--- src/rtl/rice_core_bus_arbiter_pkg.sv ---
// Shared types and widths for the instruction/data bus arbiter.
// Contents: master ID enum, arbitration state enum, default widths,
// the request payload struct and a strobe-width helper.
package rice_core_bus_arbiter_pkg;

    localparam int unsigned RICE_ADDRESS_WIDTH = 32;
    localparam int unsigned RICE_DATA_WIDTH    = 32;
    localparam int unsigned RICE_STROBE_WIDTH  = RICE_DATA_WIDTH / 8;

    typedef enum logic {
        INST = 1'b0,
        DATA = 1'b1
    } rice_bus_master_id_e;

    typedef enum logic {
        IDLE   = 1'b0,
        LOCKED = 1'b1
    } rice_arb_state_e;

    // Payload presented on the shared bus while a request is pending.
    typedef struct packed {
        logic [RICE_ADDRESS_WIDTH-1:0] address;
        logic                          write;
        logic [RICE_DATA_WIDTH-1:0]    write_data;
        logic [RICE_STROBE_WIDTH-1:0]  strobe;
    } rice_bus_request_t;

    function automatic int unsigned strobe_width(input int unsigned data_width);
        return data_width / 8;
    endfunction

endpackage

--- src/rtl/rice_core_bus_arbiter_if.sv ---
// One request/response bus channel (valid/ready request, valid/ready response).
// Modports:
//   master - issues requests, consumes responses
//   slave  - accepts requests, produces responses
interface rice_core_bus_arbiter_if #(
    parameter int unsigned ADDRESS_WIDTH = 32,
    parameter int unsigned DATA_WIDTH    = 32
);
    localparam int unsigned STROBE_WIDTH = DATA_WIDTH / 8;

    logic                     request_valid;
    logic                     request_ready;
    logic [ADDRESS_WIDTH-1:0] address;
    logic                     write;
    logic [DATA_WIDTH-1:0]    write_data;
    logic [STROBE_WIDTH-1:0]  strobe;
    logic                     response_valid;
    logic                     response_ready;
    logic [DATA_WIDTH-1:0]    read_data;
    logic                     error;

    modport master (
        output request_valid, address, write, write_data, strobe, response_ready,
        input  request_ready, response_valid, read_data, error
    );

    modport slave (
        input  request_valid, address, write, write_data, strobe, response_ready,
        output request_ready, response_valid, read_data, error
    );

endinterface

--- src/rtl/rice_core_bus_arbiter_id_fifo.sv ---
// In-order FIFO of master IDs for accepted-but-unanswered bus requests.
// Ports: clk, rst (sync, active high), push/push_id, pop, head, full, empty.
// Pointers carry one extra wrap bit so full and empty are distinguishable.
module rice_core_bus_arbiter_id_fifo
    import rice_core_bus_arbiter_pkg::*;
#(
    parameter int unsigned DEPTH = 2
) (
    input  logic                clk,
    input  logic                rst,
    input  logic                push,
    input  rice_bus_master_id_e push_id,
    input  logic                pop,
    output rice_bus_master_id_e head,
    output logic                full,
    output logic                empty
);

    localparam int unsigned IDX_W = (DEPTH > 1) ? $clog2(DEPTH) : 1;
    localparam int unsigned PTR_W = $clog2(DEPTH) + 1;

    logic [PTR_W-1:0]    wr_ptr;
    logic [PTR_W-1:0]    rd_ptr;
    logic [IDX_W-1:0]    wr_idx;
    logic [IDX_W-1:0]    rd_idx;
    rice_bus_master_id_e mem [DEPTH];

    generate
        if (DEPTH == 1) begin : g_single
            assign wr_idx = '0;
            assign rd_idx = '0;
        end else begin : g_multi
            assign wr_idx = wr_ptr[IDX_W-1:0];
            assign rd_idx = rd_ptr[IDX_W-1:0];
        end
    endgenerate

    assign empty = (wr_ptr == rd_ptr);
    assign full  = ((wr_ptr - rd_ptr) == PTR_W'(DEPTH));
    assign head  = mem[rd_idx];

    // Pointer update; callers never push when full or pop when empty.
    always_ff @(posedge clk) begin
        if (rst) begin
            wr_ptr <= '0;
            rd_ptr <= '0;
        end else begin
            if (push) wr_ptr <= wr_ptr + PTR_W'(1);
            if (pop)  rd_ptr <= rd_ptr + PTR_W'(1);
        end
    end

    // ID storage.
    always_ff @(posedge clk) begin
        if (push) mem[wr_idx] <= push_id;
    end

endmodule

--- src/rtl/rice_core_bus_arbiter.sv ---
// Merges the core's instruction and data masters onto one shared bus.
// Requests are muxed combinationally (zero added latency); each accepted
// request's master ID is queued so in-order responses route back correctly.
// Ports:
//   clk, rst - clock, synchronous active-high reset
//   inst     - instruction master channel (read only; write fields ignored)
//   data     - data master channel
//   bus      - shared downstream bus channel
// Build option: define RICE_CORE_BUS_ARBITER_DATA_PRIORITY_EN for fixed
// data-first priority; otherwise ties alternate round-robin.
module rice_core_bus_arbiter
    import rice_core_bus_arbiter_pkg::*;
#(
    parameter int unsigned ADDRESS_WIDTH   = RICE_ADDRESS_WIDTH,
    parameter int unsigned DATA_WIDTH      = RICE_DATA_WIDTH,
    parameter int unsigned MAX_OUTSTANDING = 2
) (
    input  logic                    clk,
    input  logic                    rst,
    rice_core_bus_arbiter_if.slave  inst,
    rice_core_bus_arbiter_if.slave  data,
    rice_core_bus_arbiter_if.master bus
);

    localparam int unsigned STROBE_WIDTH = strobe_width(DATA_WIDTH);

    rice_arb_state_e     state_q;
    rice_arb_state_e     state_d;
    rice_bus_master_id_e lock_q;
    rice_bus_master_id_e lock_d;
    rice_bus_master_id_e grant;
`ifndef RICE_CORE_BUS_ARBITER_DATA_PRIORITY_EN
    rice_bus_master_id_e last_grant_q;
    rice_bus_master_id_e last_grant_d;
`endif
    rice_bus_request_t   req;
    logic                grant_valid;
    logic                accept;
    logic                pop;
    logic                fifo_full;
    logic                fifo_empty;
    rice_bus_master_id_e head;
    logic                unused_inst_payload;

    // Arbitration state register.
    always_ff @(posedge clk) begin
        if (rst) begin
            state_q      <= IDLE;
            lock_q       <= INST;
`ifndef RICE_CORE_BUS_ARBITER_DATA_PRIORITY_EN
            last_grant_q <= DATA;
`endif
        end else begin
            state_q      <= state_d;
            lock_q       <= lock_d;
`ifndef RICE_CORE_BUS_ARBITER_DATA_PRIORITY_EN
            last_grant_q <= last_grant_d;
`endif
        end
    end

    // Grant selection, request mux and next state.
    always_comb begin
        state_d = state_q;
        lock_d  = lock_q;
`ifndef RICE_CORE_BUS_ARBITER_DATA_PRIORITY_EN
        last_grant_d = last_grant_q;
`endif
        grant = INST;

        // A presented-but-stalled request keeps its grant so the payload is stable.
        if (state_q == LOCKED) begin
            grant = lock_q;
        end else if (inst.request_valid && data.request_valid) begin
`ifdef RICE_CORE_BUS_ARBITER_DATA_PRIORITY_EN
            grant = DATA;
`else
            grant = (last_grant_q == DATA) ? INST : DATA;
`endif
        end else if (data.request_valid) begin
            grant = DATA;
        end

        grant_valid = (grant == DATA) ? data.request_valid : inst.request_valid;

        if (grant == DATA) begin
            req = '{address:    RICE_ADDRESS_WIDTH'(data.address),
                    write:      data.write,
                    write_data: RICE_DATA_WIDTH'(data.write_data),
                    strobe:     RICE_STROBE_WIDTH'(data.strobe)};
        end else begin
            req = '{address:    RICE_ADDRESS_WIDTH'(inst.address),
                    write:      1'b0,
                    write_data: '0,
                    strobe:     '1};
        end

        bus.request_valid  = grant_valid && !fifo_full && !rst;
        accept             = bus.request_valid && bus.request_ready;
        inst.request_ready = (grant == INST) && !fifo_full && !rst && bus.request_ready;
        data.request_ready = (grant == DATA) && !fifo_full && !rst && bus.request_ready;

        bus.address    = ADDRESS_WIDTH'(req.address);
        bus.write      = req.write;
        bus.write_data = DATA_WIDTH'(req.write_data);
        bus.strobe     = STROBE_WIDTH'(req.strobe);

        if (accept) begin
            state_d = IDLE;
`ifndef RICE_CORE_BUS_ARBITER_DATA_PRIORITY_EN
            last_grant_d = grant;
`endif
        end else if (bus.request_valid) begin
            state_d = LOCKED;
            lock_d  = grant;
        end
    end

    rice_core_bus_arbiter_id_fifo #(
        .DEPTH (MAX_OUTSTANDING)
    ) u_id_fifo (
        .clk     (clk),
        .rst     (rst),
        .push    (accept),
        .push_id (grant),
        .pop     (pop),
        .head    (head),
        .full    (fifo_full),
        .empty   (fifo_empty)
    );

    // Response routing by the oldest outstanding master ID.
    assign inst.response_valid = bus.response_valid && !fifo_empty && !rst && (head == INST);
    assign data.response_valid = bus.response_valid && !fifo_empty && !rst && (head == DATA);
    assign bus.response_ready  = !fifo_empty && !rst &&
                                 ((head == DATA) ? data.response_ready : inst.response_ready);
    assign pop                 = bus.response_valid && bus.response_ready;

    assign inst.read_data = bus.read_data;
    assign inst.error     = bus.error;
    assign data.read_data = bus.read_data;
    assign data.error     = bus.error;

    // The instruction master never writes; its write fields are don't-care.
    assign unused_inst_payload = ^{inst.write, inst.write_data, inst.strobe};

    // A response with nothing outstanding is a downstream protocol violation.
    no_response_when_empty: assert property (
        @(posedge clk) disable iff (rst) !(bus.response_valid && fifo_empty)
    );

endmodule

--- src/flat_wrapper.sv ---
// flat-port wrapper written by rule: the top's interface ports become plain ports
module rice_core_bus_arbiter_flat import rice_core_bus_arbiter_pkg::*;
#(
    parameter int unsigned ADDRESS_WIDTH   = RICE_ADDRESS_WIDTH,
    parameter int unsigned DATA_WIDTH      = RICE_DATA_WIDTH,
    parameter int unsigned MAX_OUTSTANDING = 2
)
  (clk, rst, inst_request_valid, inst_address, inst_write, inst_write_data, inst_strobe, inst_response_ready, inst_request_ready, inst_response_valid, inst_read_data, inst_error, data_request_valid, data_address, data_write, data_write_data, data_strobe, data_response_ready, data_request_ready, data_response_valid, data_read_data, data_error, bus_request_valid, bus_address, bus_write, bus_write_data, bus_strobe, bus_response_ready, bus_request_ready, bus_response_valid, bus_read_data, bus_error);
  rice_core_bus_arbiter_if #(.ADDRESS_WIDTH(ADDRESS_WIDTH), .DATA_WIDTH(DATA_WIDTH)) inst_i ();
  rice_core_bus_arbiter_if #(.ADDRESS_WIDTH(ADDRESS_WIDTH), .DATA_WIDTH(DATA_WIDTH)) data_i ();
  rice_core_bus_arbiter_if #(.ADDRESS_WIDTH(ADDRESS_WIDTH), .DATA_WIDTH(DATA_WIDTH)) bus_i ();
  input  logic clk;
  input  logic rst;
  input wire logic [$bits(inst_i.request_valid)-1:0] inst_request_valid;
  input wire logic [$bits(inst_i.address)-1:0] inst_address;
  input wire logic [$bits(inst_i.write)-1:0] inst_write;
  input wire logic [$bits(inst_i.write_data)-1:0] inst_write_data;
  input wire logic [$bits(inst_i.strobe)-1:0] inst_strobe;
  input wire logic [$bits(inst_i.response_ready)-1:0] inst_response_ready;
  output wire logic [$bits(inst_i.request_ready)-1:0] inst_request_ready;
  output wire logic [$bits(inst_i.response_valid)-1:0] inst_response_valid;
  output wire logic [$bits(inst_i.read_data)-1:0] inst_read_data;
  output wire logic [$bits(inst_i.error)-1:0] inst_error;
  input wire logic [$bits(data_i.request_valid)-1:0] data_request_valid;
  input wire logic [$bits(data_i.address)-1:0] data_address;
  input wire logic [$bits(data_i.write)-1:0] data_write;
  input wire logic [$bits(data_i.write_data)-1:0] data_write_data;
  input wire logic [$bits(data_i.strobe)-1:0] data_strobe;
  input wire logic [$bits(data_i.response_ready)-1:0] data_response_ready;
  output wire logic [$bits(data_i.request_ready)-1:0] data_request_ready;
  output wire logic [$bits(data_i.response_valid)-1:0] data_response_valid;
  output wire logic [$bits(data_i.read_data)-1:0] data_read_data;
  output wire logic [$bits(data_i.error)-1:0] data_error;
  output wire logic [$bits(bus_i.request_valid)-1:0] bus_request_valid;
  output wire logic [$bits(bus_i.address)-1:0] bus_address;
  output wire logic [$bits(bus_i.write)-1:0] bus_write;
  output wire logic [$bits(bus_i.write_data)-1:0] bus_write_data;
  output wire logic [$bits(bus_i.strobe)-1:0] bus_strobe;
  output wire logic [$bits(bus_i.response_ready)-1:0] bus_response_ready;
  input wire logic [$bits(bus_i.request_ready)-1:0] bus_request_ready;
  input wire logic [$bits(bus_i.response_valid)-1:0] bus_response_valid;
  input wire logic [$bits(bus_i.read_data)-1:0] bus_read_data;
  input wire logic [$bits(bus_i.error)-1:0] bus_error;
  assign inst_i.request_valid = inst_request_valid;
  assign inst_i.address = inst_address;
  assign inst_i.write = inst_write;
  assign inst_i.write_data = inst_write_data;
  assign inst_i.strobe = inst_strobe;
  assign inst_i.response_ready = inst_response_ready;
  assign inst_request_ready = inst_i.request_ready;
  assign inst_response_valid = inst_i.response_valid;
  assign inst_read_data = inst_i.read_data;
  assign inst_error = inst_i.error;
  assign data_i.request_valid = data_request_valid;
  assign data_i.address = data_address;
  assign data_i.write = data_write;
  assign data_i.write_data = data_write_data;
  assign data_i.strobe = data_strobe;
  assign data_i.response_ready = data_response_ready;
  assign data_request_ready = data_i.request_ready;
  assign data_response_valid = data_i.response_valid;
  assign data_read_data = data_i.read_data;
  assign data_error = data_i.error;
  assign bus_request_valid = bus_i.request_valid;
  assign bus_address = bus_i.address;
  assign bus_write = bus_i.write;
  assign bus_write_data = bus_i.write_data;
  assign bus_strobe = bus_i.strobe;
  assign bus_response_ready = bus_i.response_ready;
  assign bus_i.request_ready = bus_request_ready;
  assign bus_i.response_valid = bus_response_valid;
  assign bus_i.read_data = bus_read_data;
  assign bus_i.error = bus_error;
  rice_core_bus_arbiter #(.ADDRESS_WIDTH(ADDRESS_WIDTH), .DATA_WIDTH(DATA_WIDTH), .MAX_OUTSTANDING(MAX_OUTSTANDING)) u_core (.clk(clk), .rst(rst), .inst(inst_i), .data(data_i), .bus(bus_i));
endmodule
--- config.mk ---
export PLATFORM = sky130hd
export DESIGN_NAME = rice_core_bus_arbiter_flat
export DESIGN_NICKNAME = d
export VERILOG_FILES = /design/src/rtl/rice_core_bus_arbiter_pkg.sv /design/src/rtl/rice_core_bus_arbiter_if.sv /design/src/rtl/rice_core_bus_arbiter_id_fifo.sv /design/src/rtl/rice_core_bus_arbiter.sv /design/src/flat_wrapper.sv
export SDC_FILE = /design/constraint.sdc
export NUM_CORES = 1
export LEC_CHECK = 0
export CORE_AREA = 5 5 120 122
export CTS_BUF_LIST = sky130_fd_sc_hd__clkbuf_4 sky130_fd_sc_hd__clkbuf_8
export DETAILED_ROUTE_END_ITERATION = 8
export DIE_AREA = 0 0 125 127
export SYNTH_ARGS = -nofsm -noshare
export SYNTH_HDL_FRONTEND = slang
export SYNTH_SLANG_ARGS = --single-unit
export TNS_END_PERCENT = 100
--- constraint.sdc ---
create_clock -name clk -period 4.8 [get_ports clk]
set_clock_uncertainty 0.05 [all_clocks]
set_input_delay 0.48 -clock clk [delete_from_list [all_inputs] [get_ports clk]]
set_output_delay 0.48 -clock clk [all_outputs]
set_load 0.01 [all_outputs]
======== Word-level counts from Yosys, hierarchy flattened ========
Memories as Yosys holds them, arrays and structs flattened. A register that Yosys moved wholly into a read port is not among the register bits.
Cells that the tools add are included.
storage, ports and cells
  register bits ........................... 7
  RAM bits ................................ 2
  output and inout port bits .............. 141
  word-level logic and storage cells ...... 47
  memories kept ........................... 1
cells by class
  $add $sub $neg .......................... 3
  equal/unequal tests ..................... 2
  multiplexer cells ....................... 11
  bitwise gates (word level) .............. 3
  reductions and logical operators ........ 22
memory list
  memory                depth  width  read ports  clocked after memory_dff  write ports  RTL line                             source
  u_core.u_id_fifo.mem  2      1      1           1                         1            rice_core_bus_arbiter_id_fifo.sv:26  rice_bus_master_id_e mem [DEPTH];
operators by type and width
  cell                                         number
  2-to-1 mux 69 bit                            1
  logical AND 1 bit                            17
  2-to-1 mux 1 bit                             10
  adder 2 x 1 -> 2 bit, second input constant  2
  zero test 1 bit                              3
  inverter 1 bit                               3
  == test 2 bit                                1
  == test 2 bit, second input constant         1
  AND reduction 2 bit                          1
  OR reduction 2 bit                           1
  subtractor 2 bit                             1

======== Depth between registers and ports, before layout ========
  word-level depth ........................ 9
  gate-level depth with buffers ........... 5
  gate-level depth less buffers ........... 4

======== Modules after synthesis ========
A second synthesis with hierarchy kept.
second synthesis, totals
  cell total of the unflattened synthesis .. 197
  area, all modules ....................... 1639.1 um^2
by module, submodules not included
  module                         instances  cells each  area each (um^2)  sequential area each (um^2)
  rice_core_bus_arbiter          1          172         1346.3            60.1
  rice_core_bus_arbiter_id_fifo  1          25          292.8             160.2

======== Worst setup path after synthesis ========
OpenSTA, ideal clock, no wires.
  kind .................................... input to output
  start ................................... input data_request_valid
  end ..................................... output bus_address[0]
  arrival ................................. 1.581 ns
  data required time ...................... 4.270 ns
  setup slack ............................. 2.689 ns
  cell stages on the path ................. 4
  path buffers ............................ 1
  cells stage by stage .................... a21boi_0 > mux2i_2 > buf_2 > mux2_2
on the way
  longest elaborated chain between the ends .. 4
  elaborated cells on any way between the ends .. 5
ends and longest elaborated chain
  item                                                   RTL line                                                  source
  start: declaration                                     flat_wrapper.sv:24                                        input wire logic [$bits(data_i.request_valid)-1:0] data_request_valid;
  2-to-1 mux 1 bit or logical AND 1 bit (tied branches)  rice_core_bus_arbiter.sv:80, rice_core_bus_arbiter.sv:74
  2-to-1 mux 1 bit (*)                                   rice_core_bus_arbiter.sv:74                               end else if (inst.request_valid && data.request_valid) begin
  2-to-1 mux 1 bit (*)                                   rice_core_bus_arbiter.sv:72                               if (state_q == LOCKED) begin
  2-to-1 mux 69 bit (*)                                  rice_core_bus_arbiter.sv:86                               if (grant == DATA) begin
  end: declaration                                       flat_wrapper.sv:35                                        output wire logic [$bits(bus_i.address)-1:0] bus_address;
Every way passes the cells marked *; elsewhere a longest branch is shown, timed or not.

======== Worst setup path after layout ========
  start ................................... input inst_request_valid
  end ..................................... output bus_address[21]
on the way
  longest elaborated chain between the ends .. 4
ends and longest elaborated chain
  item                RTL line                     source
  start: declaration  flat_wrapper.sv:14           input wire logic [$bits(inst_i.request_valid)-1:0] inst_request_valid;
  logical AND 1 bit   rice_core_bus_arbiter.sv:74
  2-to-1 mux 1 bit    rice_core_bus_arbiter.sv:74
  2-to-1 mux 1 bit    rice_core_bus_arbiter.sv:72
  2-to-1 mux 69 bit   rice_core_bus_arbiter.sv:86
No other way between the ends.

==> out/qor.csv <==
stage;metric;value;unit
cells_and_area;nFillCells;1414;
synthesis;synth_top_area_share;30.18;%
drt;route.detailed.drc;0;
timing;slew_headroom;49.16;%
cells_and_area;drive_gt1_share;13.48;%
synthesis;avgSynthCellArea;8.090;um2
floorplanning;die_area;15880;um2
worst_hold_path;hp-class;reg2reg;
synthesis;syn_inst;206;
floorplanning;die_y;127;um
synthesis;yosysMostFrequentCell;buf_4;
setup_path;path_class;in2out;
clocking;cts_buffer_depth;2;
clocking;cts.hold.buffers_added;0;
timing;min_period;3.398;ns
drt;wl_per_cell;12.56;um
synthesis;synth_nets;385;
setup_path;slowest_stage;buf_4;
power_and_ir_drop;power.total;0.0005247;W
synthesis;synthArstFlopShare;0;%
floorplanning;coreArea;13090;um2
clocking;post_cts_buffers;0;
clocking;cts_sinks;10;
timing;grt_setup_unrepaired;false;
drt;ant_nets;0;
timing;worst_pin_slew;0.7626;ns
synthesis;yosysSeqAreaShare;13.21;%
synthesis;synth_seq_cells;10;
placed_design;dp.final_hpwl;5428;um
global_route;grt-ovfl-total;0;
timing;clock.fmax;0.2943;GHz
timing;fin_setup_tns;0;ns
synthesis;synthFlopType;dfxtp_1;
synthesis;yosysTopAreaCell;buf_4;
synthesis;yosys-top-cells-count;67 x buf_4, 35 x nor2b_1, 32 x mux2_2, 9 x nor2_1, 8 x dfxtp_1;
cells_and_area;nets;499;
outcome;status;finished clean;
setup_path;path_cells;clkdlybuf4s50_1 -> a21boi_0 -> mux2i_4 -> buf_4 -> mux2_2 -> clkdlybuf4s50_1;
drt;drt-initial-drc-count;48;
drt;dr.pass1.iters;4;
clocking;ctsResizeCount;0;
cells_and_area;diodes;0;
setup_path;critPathMaxFanout;73;
global_route;grt_max_degree;74;
floorplanning;boundaryPins;320;
synthesis;synth_edf_count;2;
placed_design;place.gp.congestion;0.7383;
power_and_ir_drop;p_leak;1.150;nW
clocking;clock_latency;0.24;ns
setup_path;worstPathArrival;2.87;ns
drt;vias;1717;
power_and_ir_drop;p_per_area;161.3;nW/um2
setup_path;cpMostUsedCell;clkdlybuf4s50_1;
clocking;cts_root_buf;clkbuf_8;
drt;drt_wl_total;6215;um
global_route;grt_usage;7.319;%
setup_path;worstSetupEndpointType;output port;
setup_path;required;4.27;ns
floorplanning;dieWidth;125;um
timing;setup_viol;0;
global_route;grt_first_pass_wirelength;9894;um
setup_path;cpPeakStageDelay;0.59;ns
synthesis;synth.yosys.warnings;0;
drt;avgViaCountPerCell;3.469;
timing;slew_violations;0;
timing;finalHoldViolations;0;
floorplanning;initial_core_util;12.74;%
setup_path;cp-start-kind;input pin;
global_route;antenna_found_initial;0;
cells_and_area;areaGrowthSynthToFinish;95.20;%
synthesis;ys_types;29;
clocking;path_clk_slew;0.05;ns
clocking;h-tree-depth;1;
floorplanning;rows;42;
run;cap_violations;0;
timing;finalCritPeriodShare;70.80;%
power_and_ir_drop;ir_drop;0.06296;mV
timing;whs;0.4577;ns
synthesis;synth.area.top_cells;buf_4 30%, mux2_2 22%, nor2b_1 13%;
global_route;grt_pass1_vias;2055;
clocking;cts_tree;built;
synthesis;syn_area;1667;um2
clocking;cts_buffers;3;
placed_design;io_buffers;183;
[where the power goes]
| part | internal (W) | leakage, nW | switching (W) |
|---|---|---|---|
| combinational | 0.000211 | 1.04 | 0.000108 |
| clock | 0.0000722 | 0.0288 | 0.0000347 |
| sequential | 0.0000920 | 0.0840 | 0.00000690 |
| total | 0.000375 | 1.15 | 0.000150 |
[logic make-up after synthesis]
logic type                after synthesis  share of synthesized area (%)
AOI/OAI and AO/OA                      17                          5.931
xor gates and xnor gates                3                          1.577
muxes                                  38                          25.45
and+or+nand+nor                        60                          20.95
buffers and inverters                  78                          32.88
DFF                                    10                          13.21
[cell type report]
type / count / area (um2) / area share [%]
multi-input combinational: 118 / 907.1 / 27.88
timing repair buffer: 184 / 1839 / 56.54
inverter: 3 / 11.26 / 0.3462
sequential: 10 / 220.2 / 6.769
tap: 176 / 220.2 / 6.769
clock buffer: 4 / 55.05 / 1.692
[per-layer routing]
layer  vias up  track usage [%]  wire (um)
li1        842                -          -
met1       748            7.550       2181
met2       113            13.76       3248
met3        14            2.504        633
met4         0            2.615        151
met5         -                0          0
[through the flow]
stage / setup slack [ns] / utilization [%] / cells / cell area, um2
finish: 1.402 / 24.86 / 495 / 3253
global route: 1.230 / 24.86 / 495 / 3253
CTS: 1.364 / 24.86 / 495 / 3253
detailed placement: 1.365 / 24.44 / 491 / 3198
global placement: 1.439 / 24.44 / 491 / 3198
floorplan: 2.689 / - / 206 / 1667
[cells in the final DEF, fill, tap and decap left out, types with 2 or more instances in the layout]
cell	instances
clkbuf_8	4
mux2i_1	5
or3_1	2
nor2b_1	35
mux2_2	32
clkdlybuf4s50_1	183
nor2_1	9
or2_2	4
o21ai_0	5
xor2_1	2
edfxtp_1	2
nor3_1	2
a21oi_1	7
nand2_1	3
dfxtp_1	8
inv_1	3
[worst max-delay path, delay by kind of cell]
| kind | cells | cell delay, ns |
|---|---|---|
| mux | 2 | 0.58 |
| buf+inv | 3 | 1.58 |
| compound gates | 1 | 0.15 |
[registers in the layout, indices dropped and copies added (netlist names), named ones only]
name	cells
u_core.u_id_fifo.wr_ptr	2
u_core.last_grant_q	1
u_core.state_q	1
u_core.u_id_fifo.mem	2
u_core.lock_q	1
u_core.u_id_fifo.rd_ptr	2
[path summary, 6_finish.rpt]
path | start | end | slack [ns] | cells past startpoint
max | inst_request_valid | bus_address[21] | 1.40 | 6
min | u_core.u_id_fifo.rd_ptr[1] | u_core.u_id_fifo.rd_ptr[1] | 0.46 | 2
max reg2reg | u_core.state_q | u_core.u_id_fifo.mem[0] | 3.00 | 3
min reg2reg | u_core.u_id_fifo.rd_ptr[1] | u_core.u_id_fifo.rd_ptr[1] | 0.46 | 2
Note: power is estimated with default switching activity, not from simulation.
